**src/rtl/pq_request_scheduler.sv**
```systemverilog
// Push buffer plus issue scheduler in front of the register-tree priority queue.
// Latency: push -> o_q_wrt 2 cycles from idle/empty; pop -> m_pop_valid 1 cycle; ops spaced SETTLE_CYCLES+2.
// Backpressure: s_push_ready while the push buffer has room; s_pop_ready only in IDLE with a free slot and non-empty queue.

module pq_sched_fifo #(
  parameter int W     = 16,
  parameter int DEPTH = 4
) (
  input  logic         CLK,
  input  logic         RSTn,
  input  logic         wr_en,
  input  logic [W-1:0] wr_dat,
  input  logic         rd_en,
  output logic [W-1:0] rd_dat,
  output logic         full,
  output logic         empty
);
  localparam int PW = $clog2(DEPTH);
  localparam int CW = PW + 1;

  logic [W-1:0]  mem [DEPTH];
  logic [PW-1:0] wr_ptr;
  logic [PW-1:0] rd_ptr;
  logic [CW-1:0] count;
  logic          do_wr;
  logic          do_rd;

  assign do_wr  = wr_en && !full;
  assign do_rd  = rd_en && !empty;
  assign full   = (count == CW'(DEPTH));
  assign empty  = (count == '0);
  assign rd_dat = mem[rd_ptr];

  // Pointers wrap naturally (power-of-two depth); count tracks occupancy.
  always_ff @(posedge CLK or negedge RSTn) begin
    if (!RSTn) begin
      wr_ptr <= '0;
      rd_ptr <= '0;
      count  <= '0;
    end else begin
      if (do_wr) wr_ptr <= wr_ptr + 1'b1;
      if (do_rd) rd_ptr <= rd_ptr + 1'b1;
      case ({do_wr, do_rd})
        2'b10:   count <= count + 1'b1;
        2'b01:   count <= count - 1'b1;
        default: count <= count;
      endcase
    end
  end

  // Entry storage; contents are meaningless while the count says empty.
  always_ff @(posedge CLK) begin
    if (do_wr) mem[wr_ptr] <= wr_dat;
  end
endmodule

module pq_request_scheduler #(
  parameter int DATA_WIDTH    = 16,
  parameter int QUEUE_SIZE    = 128,
  parameter int FIFO_DEPTH    = 4,
  parameter int SETTLE_CYCLES = 8
) (
  input  logic                  CLK,
  input  logic                  RSTn,
  input  logic                  s_push_valid,
  output logic                  s_push_ready,
  input  logic [DATA_WIDTH-1:0] s_push_data,
  input  logic                  s_pop_valid,
  output logic                  s_pop_ready,
  output logic                  m_pop_valid,
  input  logic                  m_pop_ready,
  output logic [DATA_WIDTH-1:0] m_pop_data,
  output logic                  o_q_wrt,
  output logic                  o_q_read,
  output logic [DATA_WIDTH-1:0] o_q_data,
  input  logic                  i_q_full,
  input  logic                  i_q_empty,
  input  logic [DATA_WIDTH-1:0] i_q_data,
  output logic                  o_zero_drop,
  output logic                  o_busy
);
  localparam int SW = (SETTLE_CYCLES > 1) ? $clog2(SETTLE_CYCLES) : 1;

  // Reject configurations the pointer arithmetic and settle counter cannot handle.
  if (FIFO_DEPTH < 2 || (FIFO_DEPTH & (FIFO_DEPTH - 1)) != 0 ||
      SETTLE_CYCLES < 1 || QUEUE_SIZE < 1) begin : g_bad_params
    $error("pq_request_scheduler: invalid parameter set");
  end

  typedef enum logic [1:0] {IDLE, ISSUE, SETTLE} state_t;

  state_t                state;
  state_t                state_nxt;
  logic [SW-1:0]         settle_cnt;
  logic                  fifo_full;
  logic                  fifo_empty;
  logic [DATA_WIDTH-1:0] fifo_head;
  logic                  push_fire;
  logic                  push_zero;
  logic                  slot_free;
  logic                  replace_ok;
  logic                  push_ok;
  logic                  pop_ok;
  logic                  issue_wrt;
  logic                  issue_rd;
  logic                  deq;
  logic                  pop_take;

  assign s_push_ready = !fifo_full;
  assign push_fire    = s_push_valid && s_push_ready;
  assign push_zero    = (s_push_data == '0);
  assign slot_free    = !m_pop_valid || m_pop_ready;

  // Zero marks an empty queue slot, so zero pushes are swallowed here.
  pq_sched_fifo #(.W(DATA_WIDTH), .DEPTH(FIFO_DEPTH)) u_push_fifo (
    .CLK    (CLK),
    .RSTn   (RSTn),
    .wr_en  (push_fire && !push_zero),
    .wr_dat (s_push_data),
    .rd_en  (deq),
    .rd_dat (fifo_head),
    .full   (fifo_full),
    .empty  (fifo_empty)
  );

  assign replace_ok = s_pop_valid && slot_free && !fifo_empty && !i_q_empty;
  assign push_ok    = !fifo_empty && !i_q_full;
  assign pop_ok     = s_pop_valid && slot_free && !i_q_empty;

  assign s_pop_ready = pop_take;
  assign o_busy      = (state != IDLE) || !fifo_empty;

  // Issue decision (replace > push > pop) and the IDLE/ISSUE/SETTLE sequencing.
  always_comb begin
    state_nxt = state;
    issue_wrt = 1'b0;
    issue_rd  = 1'b0;
    deq       = 1'b0;
    pop_take  = 1'b0;
    case (state)
      IDLE: begin
        if (replace_ok) begin
          issue_wrt = 1'b1;
          issue_rd  = 1'b1;
          deq       = 1'b1;
          pop_take  = 1'b1;
          state_nxt = ISSUE;
        end else if (push_ok) begin
          issue_wrt = 1'b1;
          deq       = 1'b1;
          state_nxt = ISSUE;
        end else if (pop_ok) begin
          issue_rd  = 1'b1;
          pop_take  = 1'b1;
          state_nxt = ISSUE;
        end
      end
      ISSUE:   state_nxt = SETTLE;
      SETTLE:  if (settle_cnt == '0) state_nxt = IDLE;
      default: state_nxt = IDLE;
    endcase
  end

  // State register.
  always_ff @(posedge CLK or negedge RSTn) begin
    if (!RSTn) state <= IDLE;
    else       state <= state_nxt;
  end

  // Settle counter: loaded while leaving ISSUE, counts down through SETTLE.
  always_ff @(posedge CLK or negedge RSTn) begin
    if (!RSTn) begin
      settle_cnt <= '0;
    end else if (state == ISSUE) begin
      settle_cnt <= SW'(SETTLE_CYCLES - 1);
    end else if (state == SETTLE && settle_cnt != '0) begin
      settle_cnt <= settle_cnt - 1'b1;
    end
  end

  // Queue strobes last exactly the ISSUE cycle; write data holds the dequeued head.
  always_ff @(posedge CLK or negedge RSTn) begin
    if (!RSTn) begin
      o_q_wrt  <= 1'b0;
      o_q_read <= 1'b0;
      o_q_data <= '0;
    end else begin
      o_q_wrt  <= issue_wrt;
      o_q_read <= issue_rd;
      if (deq) o_q_data <= fifo_head;
    end
  end

  // Output slot: reload on an accepted pop, otherwise drain on consumer handshake.
  always_ff @(posedge CLK or negedge RSTn) begin
    if (!RSTn) begin
      m_pop_valid <= 1'b0;
      m_pop_data  <= '0;
    end else if (pop_take) begin
      m_pop_valid <= 1'b1;
      m_pop_data  <= i_q_data;
    end else if (m_pop_valid && m_pop_ready) begin
      m_pop_valid <= 1'b0;
    end
  end

  // One-cycle notice that an accepted zero push was discarded.
  always_ff @(posedge CLK or negedge RSTn) begin
    if (!RSTn) o_zero_drop <= 1'b0;
    else       o_zero_drop <= push_fire && push_zero;
  end
endmodule

```
**config.mk**
```make
export PLATFORM = sky130hd
export DESIGN_NAME = pq_request_scheduler
export DESIGN_NICKNAME = d
export VERILOG_FILES = /design/src/rtl/pq_request_scheduler.sv
export SDC_FILE = /design/constraint.sdc
export NUM_CORES = 1
export LEC_CHECK = 0
export ABC_AREA = 0
export CAP_MARGIN = 20
export CORE_ASPECT_RATIO = 0.9
export CORE_MARGIN = 2
export CORE_UTILIZATION = 47
export DETAILED_ROUTE_END_ITERATION = 10
export PLACE_DENSITY_LB_ADDON = 0.2
export SLEW_MARGIN = 15
export SYNTH_ARGS = -nofsm -noshare
export SYNTH_HDL_FRONTEND = slang
export SYNTH_HIERARCHICAL = 1
export SYNTH_SLANG_ARGS = --single-unit
```
**constraint.sdc**
```tcl
create_clock -name CLK -period 2.48 [get_ports CLK]
set_input_delay 0.62 -clock CLK [delete_from_list [all_inputs] [get_ports CLK]]
set_output_delay 0.62 -clock CLK [all_outputs]
set_load 0.05 [all_outputs]
```
# Word level (Yosys, flattened, before mapping)
# Memories as Yosys holds them, arrays and structs flattened. A register that Yosys moved wholly into a read port is not among the register bits.
# Index checks and enable logic that the tools add are counted.
[word_totals]
ff_bits = 32
mem_bits_rw = 64
in_bits = 39
output_inout_bits = 39
elab_cells = 73
mem_count = 1
[classes]
addsub = 5
n_eq_ne = 7
mux = 19
n_reduce_logical = 31
[mem_list]
columns = ["memory", "depth", "word_bits", "rd", "rd_clocked_by_memory_dff", "wr", "line_no", "source"]
rows = [
  ["u_push_fifo.mem", 4, 16, 1, 1, 1, "21", "logic [W-1:0] mem [DEPTH];"],
]
[op_table]
columns = ["cell", "count"]
rows = [
  ["16-bit zero test", 1],
  ["1-bit logical AND", 12],
  ["1-bit two-way mux", 11],
  ["2-bit two-way mux", 4],
  ["2-bit nonzero test", 4],
  ["1-bit zero test", 7],
  ["3-bit zero test", 2],
  ["3-bit two-way mux", 2],
  ["2-bit case mux with 3 select lines", 1],
  ["3-bit case mux with 2 select lines", 1],
  ["3-bit by 1-bit subtractor with 3-bit output (second input constant)", 2],
  ["2-bit by 1-bit adder with 2-bit output (second input constant)", 2],
  ["2-bit by 1-bit == test with 1-bit output (second input constant)", 2],
  ["2-bit == test (second input constant)", 2],
  ["4-bit inequality test (second input constant)", 1],
  ["3-bit by 1-bit adder with 3-bit output (second input constant)", 1],
  ["3-bit == test (second input constant)", 1],
  ["3-bit nonzero test", 1],
  ["2-bit zero test", 1],
  ["1-bit logical OR", 2],
  ["2-bit inequality test (second input constant)", 1],
  ["2-bit AND reduction", 1],
]

# Logic depth before layout (Yosys ltp)
# Gate-level depths: netlist of run 1.
[logic_depth]
depth_word = 10
ltp_mapped = 13
ltp_nobuf = 12

# Hierarchy
# The synthesis of run 1 kept the hierarchy.
[modules_own_cells]
columns = ["mod", "n_inst", "cells_per_inst", "area_each_um2", "seq_area_each_um2"]
rows = [
  ["pq_sched_fifo", 1, 122, 2737.6, 2097.0],
  ["pq_request_scheduler", 1, 117, 1677.9, 1026.0],
]

# Least setup slack after synthesis of run 1
# OpenSTA, ideal clock, no wires.
[synth_timing]
kind = "input -> register"
start = "input port m_pop_ready"
end = "register u_push_fifo.count[2]"
setup_ns = 0.079
arrival_time_ns = 2.684
t_required_ns = 2.401
path_slack_ns = -0.283
path_stages = 13
path_buffers = 2
path_cell_list = "nand2b_2 nand3b_1 a2111o_1 buf_6 buf_6 inv_1 o31a_2 ha_1 inv_1 fa_1 xor2_1 nor2_1 xor2_1"
[synth_via]
elab_chain_cells = 9
elab_cells_between_ends = 11
classes_between = "2 x eq/ne; 3 x mux; 6 x reduce/logical"
[synth_rtl]
columns = ["item", "line_no", "source"]
rows = [
  ["start: declaration", "71", "input logic m_pop_ready,"],
  ["1-bit logical OR (*)", "112", "assign slot_free = !m_pop_valid || m_pop_ready;"],
  ["1-bit logical AND (*) (3 in series)", "126", "assign replace_ok = s_pop_valid && slot_free && !fifo_empty && !i_q_empty;"],
  ["1-bit two-way mux (*)", "142", "if (replace_ok) begin"],
  ["1-bit two-way mux (*)", "140", "case (state)"],
  ["net deq", "106", "logic deq;"],
  ["1-bit logical AND (*)", "29", "assign do_rd = rd_en && !empty;"],
  ["net u_push_fifo.do_rd", "26", "logic do_rd;"],
  ["2-bit by 1-bit == test with 1-bit output / 2-bit == test (equally long branches)", "43", "case ({do_wr, do_rd})"],
  ["3-bit case mux with 2 select lines / 2-bit nonzero test (equally long branches)", "--", ""],
  ["end signal: assignment", "44", "2'b10: count <= count + 1'b1;"],
  ["end signal: assignment", "45", "2'b01: count <= count - 1'b1;"],
  ["end signal: assignment", "46", "default: count <= count;"],
  ["end: declaration", "24", "logic [CW-1:0] count;"],
]
# Mark *: on every way through the listed nets, which the timed path passes. The rest lies on a longest branch.
# A chain may end at the register's enable or synchronous reset.

# Worst setup path after layout of run 1
[layout_timing]
start = "input port s_push_data[11]"
end = "register u_push_fifo.count[2]"
[layout_via]
elab_chain_cells = 6
elab_cells_between_ends = 8
classes_between = "2 x eq/ne; 1 x mux; 5 x reduce/logical"
[layout_rtl]
columns = ["item", "line_no", "source"]
rows = [
  ["start: declaration", "67", "input logic [DATA_WIDTH-1:0] s_push_data,"],
  ["16-bit zero test (*)", "111", "assign push_zero = (s_push_data == '0);"],
  ["1-bit zero test (*)", "118", ".wr_en (push_fire && !push_zero),"],
  ["1-bit logical AND (*)", "118", ""],
  ["1-bit logical AND (*)", "28", "assign do_wr = wr_en && !full;"],
  ["2-bit by 1-bit == test with 1-bit output / 2-bit == test (equally long branches)", "43", ""],
  ["3-bit case mux with 2 select lines / 2-bit nonzero test (equally long branches)", "--", ""],
]
# Mark *: on every way between the ends. The rest lies on a longest branch, timed or not.

==> results of run 1 <==
## power by group
group	leakage [nW]	switching [mW]	internal, mW	total (mW)
Sequential	1.15	0.304	2.60	2.90
Clock	0.110	0.600	0.579	1.18
Combinational	1.15	1.99	1.58	3.56
## per-layer routing
| layer | wire, um | GRT usage (%) |
|---|---|---|
| met4 | 87 | 4.934 |
| met5 | 0 | 0 |
| met2 | 4199 | 30.34 |
| met3 | 374 | 3.995 |
| met1 | 3555 | 21.30 |
## Yosys cell counts, types with 2 or more instances
| cell type | n | area, um2 |
|---|---|---|
| a21oi_1 | 3 | 15.01 |
| xnor2_1 | 3 | 26.28 |
| edfxtp_1 | 64 | 1922 |
| o21ai_0 | 2 | 10.01 |
| nor4_1 | 4 | 25.02 |
| mux2_2 | 17 | 191.4 |
| ha_1 | 7 | 87.58 |
| dfrtp_1 | 48 | 1201 |
| mux2_4 | 9 | 135.1 |
| inv_1 | 14 | 52.55 |
| nand2_1 | 8 | 30.03 |
| mux2i_1 | 2 | 20.02 |
| mux2_1 | 7 | 78.83 |
| buf_2 | 3 | 15.01 |
| mux4_2 | 16 | 360.4 |
| xor2_1 | 3 | 26.28 |
| nor2_1 | 6 | 22.52 |
| buf_6 | 3 | 33.78 |
| and3_2 | 4 | 30.03 |
## logic make-up (layout without fill, tap and decap cells)
logic type	Yosys count	after routing
compound gates	8	8
xor+xnor	6	6
fa+ha+maj	8	8
buf+inv	22	144
flops	112	112
mux	51	51
simple gates	32	32
## state kept, by name (all words and copies together), names as in the netlist
signal,count
m_pop_data,16
m_pop_valid,1
o_q_data,16
o_q_read,1
o_q_wrt,1
o_zero_drop,1
settle_cnt,3
state,2
u_push_fifo/count,3
u_push_fifo/mem,64
u_push_fifo/rd_ptr,2
u_push_fifo/wr_ptr,2
## final cells by class
type	count	share of cell area [%]
Multi-Input combinational cell	105	21.49
Sequential cell	112	53.27
Timing Repair Buffer	114	17.84
Inverter	14	0.9390
Clock inverter	7	1.750
Clock buffer	9	2.113
Tap cell	122	2.603
## worst max-delay path: stages
cell and delay, ns:
buf_4 0.13, nor4_4 0.30, buf_4 0.15, nand4_1 0.13, and3_4 0.21, and2_4 0.14, inv_2 0.06, ha_4 0.13
inv_2 0.04, fa_2 0.37, xor2_1 0.17, nor2_1 0.13, xor2_1 0.14
## per-stage QoR
step	setup TNS [ns]	hold WS, ns
after floorplan	-0.1605	0.3244
final	0	0.1778
after global routing	-0.03012	0.1842
after global placement	-20.94	0.4737
after CTS	-0.1078	0.1838
after detailed placement	-27.18	0.4839
## final timing paths
path                       slack, ns  depth (start not counted)                     end                 start
setup / recovery                0.05                         13    u_push_fifo/count[2]       s_push_data[11]
hold / removal                  0.18                          1             o_q_data[9]                  RSTn
setup reg to reg                0.13                         12    u_push_fifo/count[2]  u_push_fifo/count[1]
hold reg to reg                 0.50                          1          m_pop_data[10]        m_pop_data[10]
max in group asynchronous       1.70                          2           m_pop_data[8]                  RSTn
min in group CLK                0.46                          1  u_push_fifo/mem[0][13]       s_push_data[13]
## repair_timing
action,4_1_cts,5_1_grt
cloned,0,0
gates resized for setup,18,42
hold buffers,0,0
setup endpoints to repair,42,4
hold endpoints to repair,0,0
setup buffers,2,8
pin swaps,9,14
==> results.json, run 1 <==
{
  "port_buffers": 77,
  "wl_per_cell_um": 17.01,
  "final_common_cell": "edfxtp_1",
  "drcViolationCount": 0,
  "rows": 33,
  "end_kind": "register",
  "cts-buffers-inserted": 9,
  "grt_pass1_vias": 2520,
  "synthMuxAreaShare_pct": 17.80,
  "post-route-util_pct": 64.25,
  "synth_top_family_by_area": "multiplexers",
  "first_pass_iters": 4,
  "hold_class": "in -> async",
  "max_freq_mhz": 411.7,
  "clk_latency_ns": 0.37,
  "ys.flop_type": "edfxtp_1",
  "ys_async_sr_fraction_pct": 42.86,
  "synthesis.instances": 239,
  "syn_nets": 286,
  "grt_max_degree": 20,
  "finalNonFillerCells": 483,
  "multiInputGateArea_um2": 1260,
  "clock_skew_ns": 0.01186,
  "cts.clk_slew.worst_paths_ns": 0.11,
  "cts_root_buffer": "clkbuf_8",
  "synth_simple_gate_area_share_pct": 4.109,
  "final_max_slew_viol_count": 0,
  "cts.htree.levels": 3,
  "dp_slack_ns": -0.7872,
  "final.fill_count": 671,
  "period_minus_slack_ns": 2.429,
  "dpl-instance-area_um2": 5514,
  "worst_slack_ns": 0.05092,
  "overflow": 0,
  "ys_types": 35,
  "antenna_cells": 0,
  "fin_total_pwr_mw": 7.648,
  "stdcell_area_um2": 5863,
  "cts_tree": "yes",
  "grt_pass1_wl_um": 12940,
  "setup_viol": 0,
  "wirelength_um": 8216,
  "gp_congestion": 0.7378,
  "nets": 403,
  "syn_area_um2": 4415,
  "synth-adder-area-share_pct": 2.437,
  "avgSynthCellArea_um2": 18.47,
  "vias": 2437,
  "grtUsageTotal_pct": 17.11,
  "fin_crit_sh_pct": 97.95,
  "relSlewSlack_pct": 64.43,
  "synth-compound-area-share_pct": 1.190,
  "synth_edf_count": 64,
  "clk_path_buf_depth": 2,
  "ys_seq_elements": 112,
  "cts.sinks": 112,
  "drive_gt1_share_pct": 35.18,
  "worstMarginPinSlew_ns": 0.5319,
  "drtAntennaViolNets": 0,
  "crit_type": "in -> reg",
  "ir_worst_vdd_v": 0.0006400,
  "via_per_inst": 5.046,
  "cp_data_required_time_ns": 2.77,
  "crit_arrival_ns": 2.72,
  "die_w_um": 106.2,
  "die_h_um": 95.95,
  "synthToLayoutAreaGrowth_pct": 32.79,
  "dp.cells": 458,
  "mostFrequentLayoutCells": "edfxtp_1 (64), clkdlybuf4s50_1 (54), dfrtp_1 (48)",
  "seq_area_frac_synth_pct": 70.73,
  "boundaryPins": 78,
  "drt_iter0_markers": 84,
  "cp-start-kind": "primary input",
  "yosys_warnings": 6,
  "synth_xor_area_share_pct": 1.190,
  "leakage_nw": 2.417,
  "initial_core_util_pct": 48.39,
  "die_area_um2": 10190,
  "core_um2": 9125,
  "cellPowerDensity_nw_per_um2": 1304,
  "antenna_found_initial": 0,
  "register_area_um2": 3123,
  "hold_viol_final": 0,
  "status": "completed",
  "path_max_fanout": 2,
  "max_cap_violations": 0,
  "hpwlAfterDp_um": 5491
}
(Power assumes the default switching activity.)
==> run 2, diff against run 1 <==
- CORE_UTILIZATION: 47 -> 38
==> results.json, run 2 (synthesized netlist as in run 1, its figures left out) <==
{
  "crit_arrival_ns": 2.65,
  "multiInputGateArea_um2": 1242,
  "cts_tree": "yes",
  "relSlewSlack_pct": 56.62,
  "r2r_cells": 12,
  "fin_total_pwr_mw": 8.177,
  "leakage_nw": 2.416,
  "use_met1_pct": 19.24,
  "wl_per_cell_um": 16.06,
  "max_freq_mhz": 419.7,
  "clk_path_buf_depth": 2,
  "boundaryPins": 78,
  "cts.clk_slew.worst_paths_ns": 0.07,
  "cts_root_buffer": "clkbuf_16",
  "vias": 2359,
  "cts-buffers-inserted": 9,
  "met3_usage_pct": 4.345,
  "cp-start-kind": "primary input",
  "end_kind": "register",
  "antenna_cells": 0,
  "wirelength_um": 8240,
  "cellPowerDensity_nw_per_um2": 1369,
  "grtUsageMet2_pct": 22.43,
  "die_area_um2": 12500,
  "initial_core_util_pct": 38.77,
  "crit_type": "in -> reg",
  "final_common_cell": "edfxtp_1",
  "hold_class": "in -> async",
  "core_um2": 11390,
  "gp_congestion": 0.7357,
  "mostFrequentLayoutCells": "edfxtp_1 (64), clkdlybuf4s50_1 (54), dfrtp_1 (48)",
  "synthToLayoutAreaGrowth_pct": 35.31,
  "status": "completed",
  "die_h_um": 106.3,
  "top_regs": "u_push_fifo/mem: 64 flops, m_pop_data: 16 flops, o_q_data: 16 flops",
  "setup_viol": 0,
  "grtUsageTotal_pct": 14.36,
  "stdcell_area_um2": 5974,
  "drive_gt1_share_pct": 34.45,
  "drtAntennaViolNets": 0,
  "worstMarginPinSlew_ns": 0.6507,
  "cts.sinks": 112,
  "antenna_found_initial": 0,
  "clk_latency_ns": 0.34,
  "period_minus_slack_ns": 2.383,
  "overflow": 0,
  "die_w_um": 117.6,
  "drcViolationCount": 0,
  "cp_data_required_time_ns": 2.74,
  "largest_reg_flops": 64,
  "clock_skew_ns": 0.007977,
  "via_per_inst": 4.598,
  "final_max_slew_viol_count": 0,
  "cts.htree.levels": 3,
  "rows": 37,
  "max_cap_violations": 0,
  "grt_pass1_vias": 2505,
  "ir_worst_vdd_v": 0.0006461,
  "grt_pass1_wl_um": 13630,
  "register_area_um2": 3123,
  "top_register": "u_push_fifo/mem",
  "port_buffers": 77,
  "nets": 400,
  "grt_max_degree": 49,
  "hpwlAfterDp_um": 5285,
  "hold_viol_final": 0,
  "drt_iter0_markers": 161,
  "fin_crit_sh_pct": 96.08,
  "dpl-instance-area_um2": 5542,
  "first_pass_iters": 4,
  "final.setup.tns_ns": 0,
  "top_usage_layer": "met2",
  "path_max_fanout": 2,
  "final.fill_count": 985
}
==> run 2: cell count changes in the layout (fill, tap and decap cells not counted), sizes merged, moves of 4 or more <==
cell / before / now
buf: 43 / 37
clkbuf: 15 / 19
dlygate4sd2: 0 / 4
dlymetal6s2s: 10 / 4
==> run 2: critical path: stages <==
cell,delay (ns)
clkdlybuf4s15_1,0.17
nand2b_4,0.11
nand3b_1,0.10
a2111o_1,0.45
inv_2,0.08
o31a_4,0.15
ha_4,0.13
inv_2,0.04
fa_2,0.37
xor2_1,0.16
nor2_1,0.12
xor2_1,0.14
==> run 2: where the power goes <==
| group | internal (mW) | switching [mW] | total, mW |
|---|---|---|---|
| Clock | 1.11 | 0.626 | 1.74 |
| Sequential | 2.60 | 0.261 | 2.87 |
| Combinational | 1.55 | 2.02 | 3.57 |
==> run 2: layout make-up <==
class                      instances  area share (%)
timing repair buffer             111           16.54
multi-input combinational        105           20.80
clock inverter                     5           2.157
clock buffer                      10           4.000
tap                              156           3.267
sequential                       112           52.27
inverter                          14          0.9634
==> run 2: timing repair <==
action                                 in CTS  in global routing
setup buffers                               1                  7
hold buffers                                0                  0
resized for setup                          25                 27
endpoints found under the hold margin       0                  0
setup endpoints to repair                   4                  2
pin swaps                                   8                 12
==> run 2: layer usage <==
| metal | wire (um) | share of wire [%] |
|---|---|---|
| met1 | 3889 | 47 |
| met2 | 3740 | 45 |
| met3 | 485 | 5.9 |
| met4 | 124 | 1.5 |
| met5 | 0 | 0 |
==> run 2: worst paths after layout <==
kind / start / end / slack [ns]
worst max-delay path: m_pop_ready / u_push_fifo/count[2] / 0.1
worst min-delay path: RSTn / m_pop_data[5] / 0.39
worst max register to register: u_push_fifo/count[1] / u_push_fifo/count[2] / 0.1
worst min register to register: m_pop_data[9] / m_pop_data[9] / 0.49
max in group asynchronous: RSTn / m_pop_data[1] / 1.66
min in group CLK: m_pop_data[9] / m_pop_data[9] / 0.49
==> run 2: stage by stage <==
stage / util (%) / cells / worst slack [ns] / hold WS, ns
final: 52.46 / 513 / 0.09710 / 0.3892
after global routing: 52.46 / 513 / -0.002241 / 0.4600
after CTS: 52.11 / 506 / 0.02772 / 0.4205
after detailed placement: 48.66 / 490 / -0.7253 / 0.4812
after global placement: 48.66 / 490 / -0.7009 / 0.4726
after floorplan: - / 239 / -0.1345 / 0.3244
